[src/rtl/cu_mem_arbiter.sv]
// cu_mem_arbiter: round-robin arbiter sharing one SRAM port between IF reads and MEM reads/writes.
// Every access runs IDLE -> ISSUE -> (WAIT) -> RESP; all outputs are registered.
module cu_mem_arbiter #(
    parameter int ADDR_W   = 7,
    parameter int DATA_W   = 32,
    parameter int SRAM_LAT = 1
) (
    input  logic              soc_clk,
    input  logic              soc_rst_n,
    input  logic              if_req,
    input  logic [ADDR_W-1:0] if_addr,
    output logic              if_ack,
    output logic [DATA_W-1:0] if_rdata,
    input  logic              mem_req,
    input  logic [ADDR_W-1:0] mem_addr,
    input  logic [3:0]        mem_be,
    input  logic              mem_we,
    input  logic [DATA_W-1:0] mem_wdata,
    output logic              mem_ack,
    output logic [DATA_W-1:0] mem_rdata,
    output logic              sram_en,
    output logic              sram_we,
    output logic [ADDR_W-1:0] sram_addr,
    output logic [3:0]        sram_be,
    output logic [DATA_W-1:0] sram_wdata,
    input  logic [DATA_W-1:0] sram_rdata,
    output logic              busy,
    output logic              last_grant
);
    localparam int CNT_W = $clog2(SRAM_LAT + 1);

    typedef enum logic [1:0] {
        ST_IDLE,
        ST_ISSUE,
        ST_WAIT,
        ST_RESP
    } state_t;

    state_t              state_q, state_d;
    logic                owner_q, owner_d;
    logic [CNT_W-1:0]    cnt_q, cnt_d;
    logic                last_grant_q, last_grant_d;
    logic                if_ack_q, if_ack_d;
    logic                mem_ack_q, mem_ack_d;
    logic [DATA_W-1:0]   if_rdata_q, if_rdata_d;
    logic [DATA_W-1:0]   mem_rdata_q, mem_rdata_d;
    logic                sram_en_q, sram_en_d;
    logic                sram_we_q, sram_we_d;
    logic [ADDR_W-1:0]   sram_addr_q, sram_addr_d;
    logic [3:0]          sram_be_q, sram_be_d;
    logic [DATA_W-1:0]   sram_wdata_q, sram_wdata_d;
    logic                busy_q, busy_d;
    logic                grant_mem;
    logic                cap_we;

    always_comb begin
        state_d      = state_q;
        owner_d      = owner_q;
        cnt_d        = cnt_q;
        last_grant_d = last_grant_q;
        if_rdata_d   = if_rdata_q;
        mem_rdata_d  = mem_rdata_q;
        if_ack_d     = 1'b0;
        mem_ack_d    = 1'b0;
        sram_en_d    = 1'b0;
        sram_we_d    = 1'b0;
        sram_addr_d  = '0;
        sram_be_d    = '0;
        sram_wdata_d = '0;
        grant_mem    = 1'b0;
        cap_we       = 1'b0;

        unique case (state_q)
            ST_IDLE: begin
                if (if_req || mem_req) begin
                    // The SRAM output registers double as the captured request fields.
                    grant_mem    = mem_req && (!if_req || !last_grant_q);
                    cap_we       = grant_mem && mem_we;
                    owner_d      = grant_mem;
                    last_grant_d = grant_mem;
                    sram_en_d    = 1'b1;
                    sram_we_d    = cap_we;
                    sram_addr_d  = grant_mem ? mem_addr : if_addr;
                    sram_be_d    = cap_we ? mem_be : 4'hF;
                    sram_wdata_d = grant_mem ? mem_wdata : '0;
                    state_d      = ST_ISSUE;
                end
            end
            ST_ISSUE: begin
                if (sram_we_q) begin
                    // Only MEM can own a write.
                    mem_ack_d   = 1'b1;
                    mem_rdata_d = '0;
                    state_d     = ST_RESP;
                end else begin
                    cnt_d   = CNT_W'(SRAM_LAT);
                    state_d = ST_WAIT;
                end
            end
            ST_WAIT: begin
                cnt_d = cnt_q - 1'b1;
                if (cnt_q == CNT_W'(1)) begin
                    state_d = ST_RESP;
                    if (owner_q) begin
                        mem_ack_d   = 1'b1;
                        mem_rdata_d = sram_rdata;
                    end else begin
                        if_ack_d   = 1'b1;
                        if_rdata_d = sram_rdata;
                    end
                end
            end
            ST_RESP: begin
                state_d = ST_IDLE;
            end
            default: begin
                state_d = ST_IDLE;
            end
        endcase

        busy_d = (state_d != ST_IDLE);
    end

    always_ff @(posedge soc_clk) begin
        if (!soc_rst_n) begin
            state_q      <= ST_IDLE;
            owner_q      <= 1'b0;
            cnt_q        <= '0;
            last_grant_q <= 1'b0;
            if_ack_q     <= 1'b0;
            mem_ack_q    <= 1'b0;
            if_rdata_q   <= '0;
            mem_rdata_q  <= '0;
            sram_en_q    <= 1'b0;
            sram_we_q    <= 1'b0;
            sram_addr_q  <= '0;
            sram_be_q    <= '0;
            sram_wdata_q <= '0;
            busy_q       <= 1'b0;
        end else begin
            state_q      <= state_d;
            owner_q      <= owner_d;
            cnt_q        <= cnt_d;
            last_grant_q <= last_grant_d;
            if_ack_q     <= if_ack_d;
            mem_ack_q    <= mem_ack_d;
            if_rdata_q   <= if_rdata_d;
            mem_rdata_q  <= mem_rdata_d;
            sram_en_q    <= sram_en_d;
            sram_we_q    <= sram_we_d;
            sram_addr_q  <= sram_addr_d;
            sram_be_q    <= sram_be_d;
            sram_wdata_q <= sram_wdata_d;
            busy_q       <= busy_d;
        end
    end

    assign if_ack     = if_ack_q;
    assign if_rdata   = if_rdata_q;
    assign mem_ack    = mem_ack_q;
    assign mem_rdata  = mem_rdata_q;
    assign sram_en    = sram_en_q;
    assign sram_we    = sram_we_q;
    assign sram_addr  = sram_addr_q;
    assign sram_be    = sram_be_q;
    assign sram_wdata = sram_wdata_q;
    assign busy       = busy_q;
    assign last_grant = last_grant_q;

endmodule

[config.mk]
export PLATFORM = sky130hd
export DESIGN_NAME = cu_mem_arbiter
export DESIGN_NICKNAME = d
export VERILOG_FILES = /design/src/rtl/cu_mem_arbiter.sv
export SDC_FILE = /design/constraint.sdc
export NUM_CORES = 1
export LEC_CHECK = 0
export CORE_MARGIN = 10
export CORE_UTILIZATION = 33
export DETAILED_ROUTE_END_ITERATION = 10
export GPL_ROUTABILITY_DRIVEN = 0
export PLACE_DENSITY = 0.77
export SLEW_MARGIN = 0
export SYNTH_ARGS = -nofsm -noshare
export SYNTH_HDL_FRONTEND = slang
export SYNTH_SLANG_ARGS = --single-unit
export TNS_END_PERCENT = 100
[constraint.sdc]
create_clock -name soc_clk -period 1.95 [get_ports soc_clk]
set_clock_uncertainty 0.15 [all_clocks]
set_input_delay 0.585 -clock soc_clk [delete_from_list [all_inputs] [get_ports soc_clk]]
set_output_delay 0.585 -clock soc_clk [all_outputs]
set_load 0.005 [all_outputs]
== Word level (Yosys, flattened, before mapping) ==
Index checks and enable logic that the tools add are counted.

* Bits in registers: 116
* Latch bits: 0
* Memory bits (writable): 0
* Bits in read-only memories: 0
* Bits of input ports: 87
* Output and inout port bits: 113
* Word-level logic and storage cells: 57
* Memories: 0

* Add/sub/neg operators: 1
* Multiply operators: 0
* Div/mod/pow operators: 0
* Order comparisons: 0
* Equality and inequality tests: 7
* Shift-type cells: 0
* Muxes and demuxes: 18
* Bitwise operators: 1
* Reduce and logical (&&, ||, !) cells: 17

{| class="wikitable"
|+ Operators by type and width
! kind !! count
|-
| $mux 32 || 3
|-
| $pmux 32 s2 || 1
|-
| $reduce_and 3->1 || 3
|-
| $ne 2x2->1 const B || 4
|-
| $pmux 2 s4 || 1
|-
| $reduce_and 4->1 || 2
|-
| $mux 1 || 7
|-
| $mux 7 || 1
|-
| $reduce_and 2->1 || 3
|-
| $eq 2x2->1 const B || 2
|-
| $mux 2 || 2
|-
| $mux 4 || 1
|-
| $pmux 1 s2 || 2
|-
| $reduce_bool 2->1 || 2
|-
| $eq 2x1->1 const B || 1
|-
| $logic_and 1x1->1 || 2
|-
| $logic_not 1->1 || 2
|-
| $logic_not 2->1 || 1
|-
| $logic_or 1x1->1 || 2
|-
| $not 1->1 || 1
|-
| $sub 1x1->1 const B || 1
|}

== Depth between registers and ports, before layout ==
* Depth in word-level cells: 5
* Gate-level depth with buffers: 7
* Depth with buffers taken out: 6

== Worst setup path before layout ==
Ideal clock, no wire load.

* Path type: register to register
* Start point: register state_q[1]
* End point: register mem_rdata_q[0] (netlist: mem_rdata[0])
* Setup time: 72 ps
* Data arrival time: 1490 ps
* Data required time: 1728 ps
* Path slack: 238 ps
* Cell stages (with the launch flop): 7
* Path buffers: 1
* Period minus slack after synthesis: 1712 ps
* Cell sequence: dfxtp_1 inv_1 ha_1 nor2b_1 a211oi_4 buf_6 mux2i_1

* Longest elaborated chain between the ends: 3
* Elaborated cells on any way between the ends: 8
* Those cells by class: eq/ne (5); mux (1); reduce/logical (2)

{| class="wikitable"
|+ RTL lines
! what !! line !! source
|-
| from (decl) || 39 || <nowiki>state_t state_q, state_d;</nowiki>
|-
| from (signal assigned) || 141 || <nowiki>state_q <= state_d;</nowiki>
|-
| $eq 2x1->1 / $eq 2x2->1 (equally long branches) || 73 || <nowiki>unique case (state_q)</nowiki>
|-
| $ne 2x2->1 (no source line) / $reduce_bool 2->1 (equally long branches) || - ||
|-
| $reduce_and 4->1 (no source line) || - ||
|-
| to (signal assigned) || 148 || <nowiki>mem_rdata_q <= mem_rdata_d;</nowiki>
|-
| to (decl) || 46 || <nowiki>logic [DATA_W-1:0] mem_rdata_q, mem_rdata_d;</nowiki>
|}

Several ways; a longest one is shown, not always the timed one.
A chain may end at the register's enable or synchronous reset.

== Worst setup path in the final report ==
* Start point: register state_q[1]
* End point: register mem_rdata_q[1] (netlist: mem_rdata[1])

Same word-level chain as after synthesis.

==> results.cfg <==
[sta]
layout_setup_ws_ps = 118
setup_viol_count_final = 0
fin_tns_setup_ps = 0
timing.final.crit_period_ps = 1830
fmax_mhz = 546
post-route-period-util = 0.940
slew_headroom = 0.783
slew_violations = 0
hold_violations = 0
worstMarginPinSlew_ps = 325
grt_setup_unrepaired = false
hold_ws_ps = 299

[cts]
htree_levels = 4
cts_buffers = 17
path_clk_slew_ps = 50
clkLatencyLatePin_ps = 390
cts_tree = done
clkSinkCount = 116
cts_root_buffer = clkbuf_16
clock_path_buffers = 2

[die]
dieArea_mm2 = 0.0171
core_mm2 = 0.0120
die_h_um = 131
die_w_um = 131
io_pins = 200
rows = 40
start_util = 0.337

[run_status]
outcome = complete, no violations

[placed_design]
post-dp-hpwl_mm = 9.95
port_buffers = 199
dp_slack_ps = -99.4
placed_cells = 768

[cells_and_area]
antenna_cells = 0
final_cells = 800
layout-drive-gt1-share = 0.0827
multi_input_area_mm2 = 0.00156
layout.nets = 732
seq_area_mm2 = 0.00232
syn_to_final_growth_pct = 67.4
n_fill_cell = 1072

[hold_path]
hold_class = flop to flop
hp-start = if_rdata[3]

[yosys]
synth_edf_count = 0
syn-num-nets = 526
synthesis.area_mm2 = 0.00405
ys_seq_elements = 116
synth_cells = 434
yosysSeqAreaShare = 0.574
synth_top_flop_cell = dfxtp_1
ys_types = 28
ys_warn_count = 0
avgSynthCellArea_um2 = 9.33
async_flop_share = 0

[critical_path]
setup.worst_path.class = flop to flop
cp_slowest_stage_delay_ps = 340
path_buf_inv = 2
cp-end-kind = flop
critPathLaunch = state_q[1]
cp_cell_sequence = inv_1 -> ha_1 -> nor2b_1 -> a211oi_4 -> buf_12 -> mux2i_1
cp.required_ps = 2120
critical_path.slowest_cell = dfxtp_1
crit_family = flip-flops
arrival_ps = 2000
critPathMaxFanout = 18
r2r-start = state_q[1]
cp-start-kind = flop

[grt]
grt_usage = 0.149
antenna_found_initial = 0
grt-ovfl-total = 0
grt_pass1_wl_mm = 19.7
grt_max_degree = 65
grt_pass1_vias = 3905

[routing]
drtIter0Drc = 197
num_vias = 3639
routed_via_density = 4.55
drt_pass1_iterations = 4
drc = 0
wl_mm = 12.7
wl_per_cell_um = 15.9
postRouteAntennaNets = 0

[pwr]
p_leak_nw = 3.08
ir_drop_uv = 492
power.density_mw_per_mm2 = 1190

[job]
cap_violations = 0
where the power goes:
| part | total, mW | leakage [nW] | switching, mW | internal, mW |
|---|---|---|---|---|
| clock network | 3.41 | 0.317 | 1.07 | 2.34 |
| logic | 1.89 | 1.82 | 0.923 | 0.964 |
| registers | 2.75 | 0.941 | 0.110 | 2.64 |
| total | 8.05 | 3.08 | 2.10 | 5.94 |
cell usage in the layout, fill, tap and decap left out, types with 14 or more instances in the layout:
cell             Yosys  routed
a21oi_1             41      41
and2_1              32      32
buf_4                0      14
clkbuf_16            0      17
clkdlybuf4s50_1      0      85
dfxtp_1            116     116
dlygate4sd2_1        0     113
mux2i_1             32      32
nand2_1            115     115
nand3_1             33      33
Yosys cell counts, types with 2 or more instances:
| cell | n | area, um2 |
|---|---|---|
| a21oi_1 | 41 | 205 |
| a311oi_1 | 2 | 17.5 |
| and2_1 | 32 | 200 |
| and3b_1 | 2 | 17.5 |
| buf_1 | 3 | 11.3 |
| buf_2 | 7 | 35.0 |
| buf_6 | 3 | 33.8 |
| clkbuf_1 | 17 | 63.8 |
| dfxtp_1 | 116 | 2320 |
| ha_1 | 5 | 62.6 |
| inv_1 | 3 | 11.3 |
| mux2i_1 | 32 | 320 |
| nand2_1 | 115 | 432 |
| nand3_1 | 33 | 165 |
| nor2_1 | 5 | 18.8 |
| nor2b_1 | 2 | 12.5 |
| o21a_1 | 4 | 30.0 |
| o21ai_0 | 2 | 10.0 |
stage by stage:
stage | util | total power [mW] | cell area (um2)
after floorplan | - | 3.87 | 4050
after global placement | 0.521 | 4.84 | 6260
after detailed placement | 0.521 | 4.89 | 6260
after CTS | 0.564 | 8.17 | 6780
after global routing | 0.564 | 8.46 | 6780
final | 0.564 | 8.05 | 6780
metal layers:
layer  part of all wire  GRT usage  vias up  routed length [um]
met5                  0          0        -                   0
met4             0.0067     0.0471        0                  85
met3               0.14      0.101        9                1780
met2               0.48      0.247      149                6070
met1               0.38      0.147     1651                4770
li1                   -          -     1830                   -
sequential cells by signal (all words and copies together), names as in the netlist:
name,count
if_ack,1
sram_en,1
last_grant,1
sram_be,4
mem_rdata,32
state_q,2
sram_wdata,32
sram_addr,7
cnt_q,1
mem_ack,1
busy,1
sram_we,1
if_rdata,32
cell type report:
cell class,count,area share
sequential,116,0.343
timing repair buffer,217,0.300
multi-input combinational,283,0.231
clock buffer,20,0.0674
clock inverter,12,0.0297
tap,147,0.0271
inverter,5,0.00277
path summary, 6_finish.rpt:
kind	cells after the start	slack, ps	endpoint
min reg2reg	2	300	if_rdata[3]
max	6	120	mem_rdata[1]
min	2	300	if_rdata[3]
max reg2reg	6	120	mem_rdata[1]
cells by family after synthesis:
family | synth area share
adder cells (fa/ha/maj) | 0.0155
buffers and inverters | 0.0402
flip-flops | 0.574
multiplexers | 0.0791
AO/OA/AOI/OAI | 0.0764
AND/OR/NAND/NOR | 0.215
worst register-to-register path, delay by kind of cell, from the launching register on:
family / cells / cell delay, ps
and+or+nand+nor: 1 / 180
DFF: 1 / 340
muxes: 1 / 210
AOI/OAI and AO/OA: 1 / 340
buffers and inverters: 2 / 310
adders and majority gates: 1 / 220
timing repair:
action,CTS,global route
hold buffers,0,0
hold endpoints to repair,0,0
buffers inserted,0,0
resized for setup,113,0
setup endpoints to repair,113,0
Power figures use the tool's default switching activity.
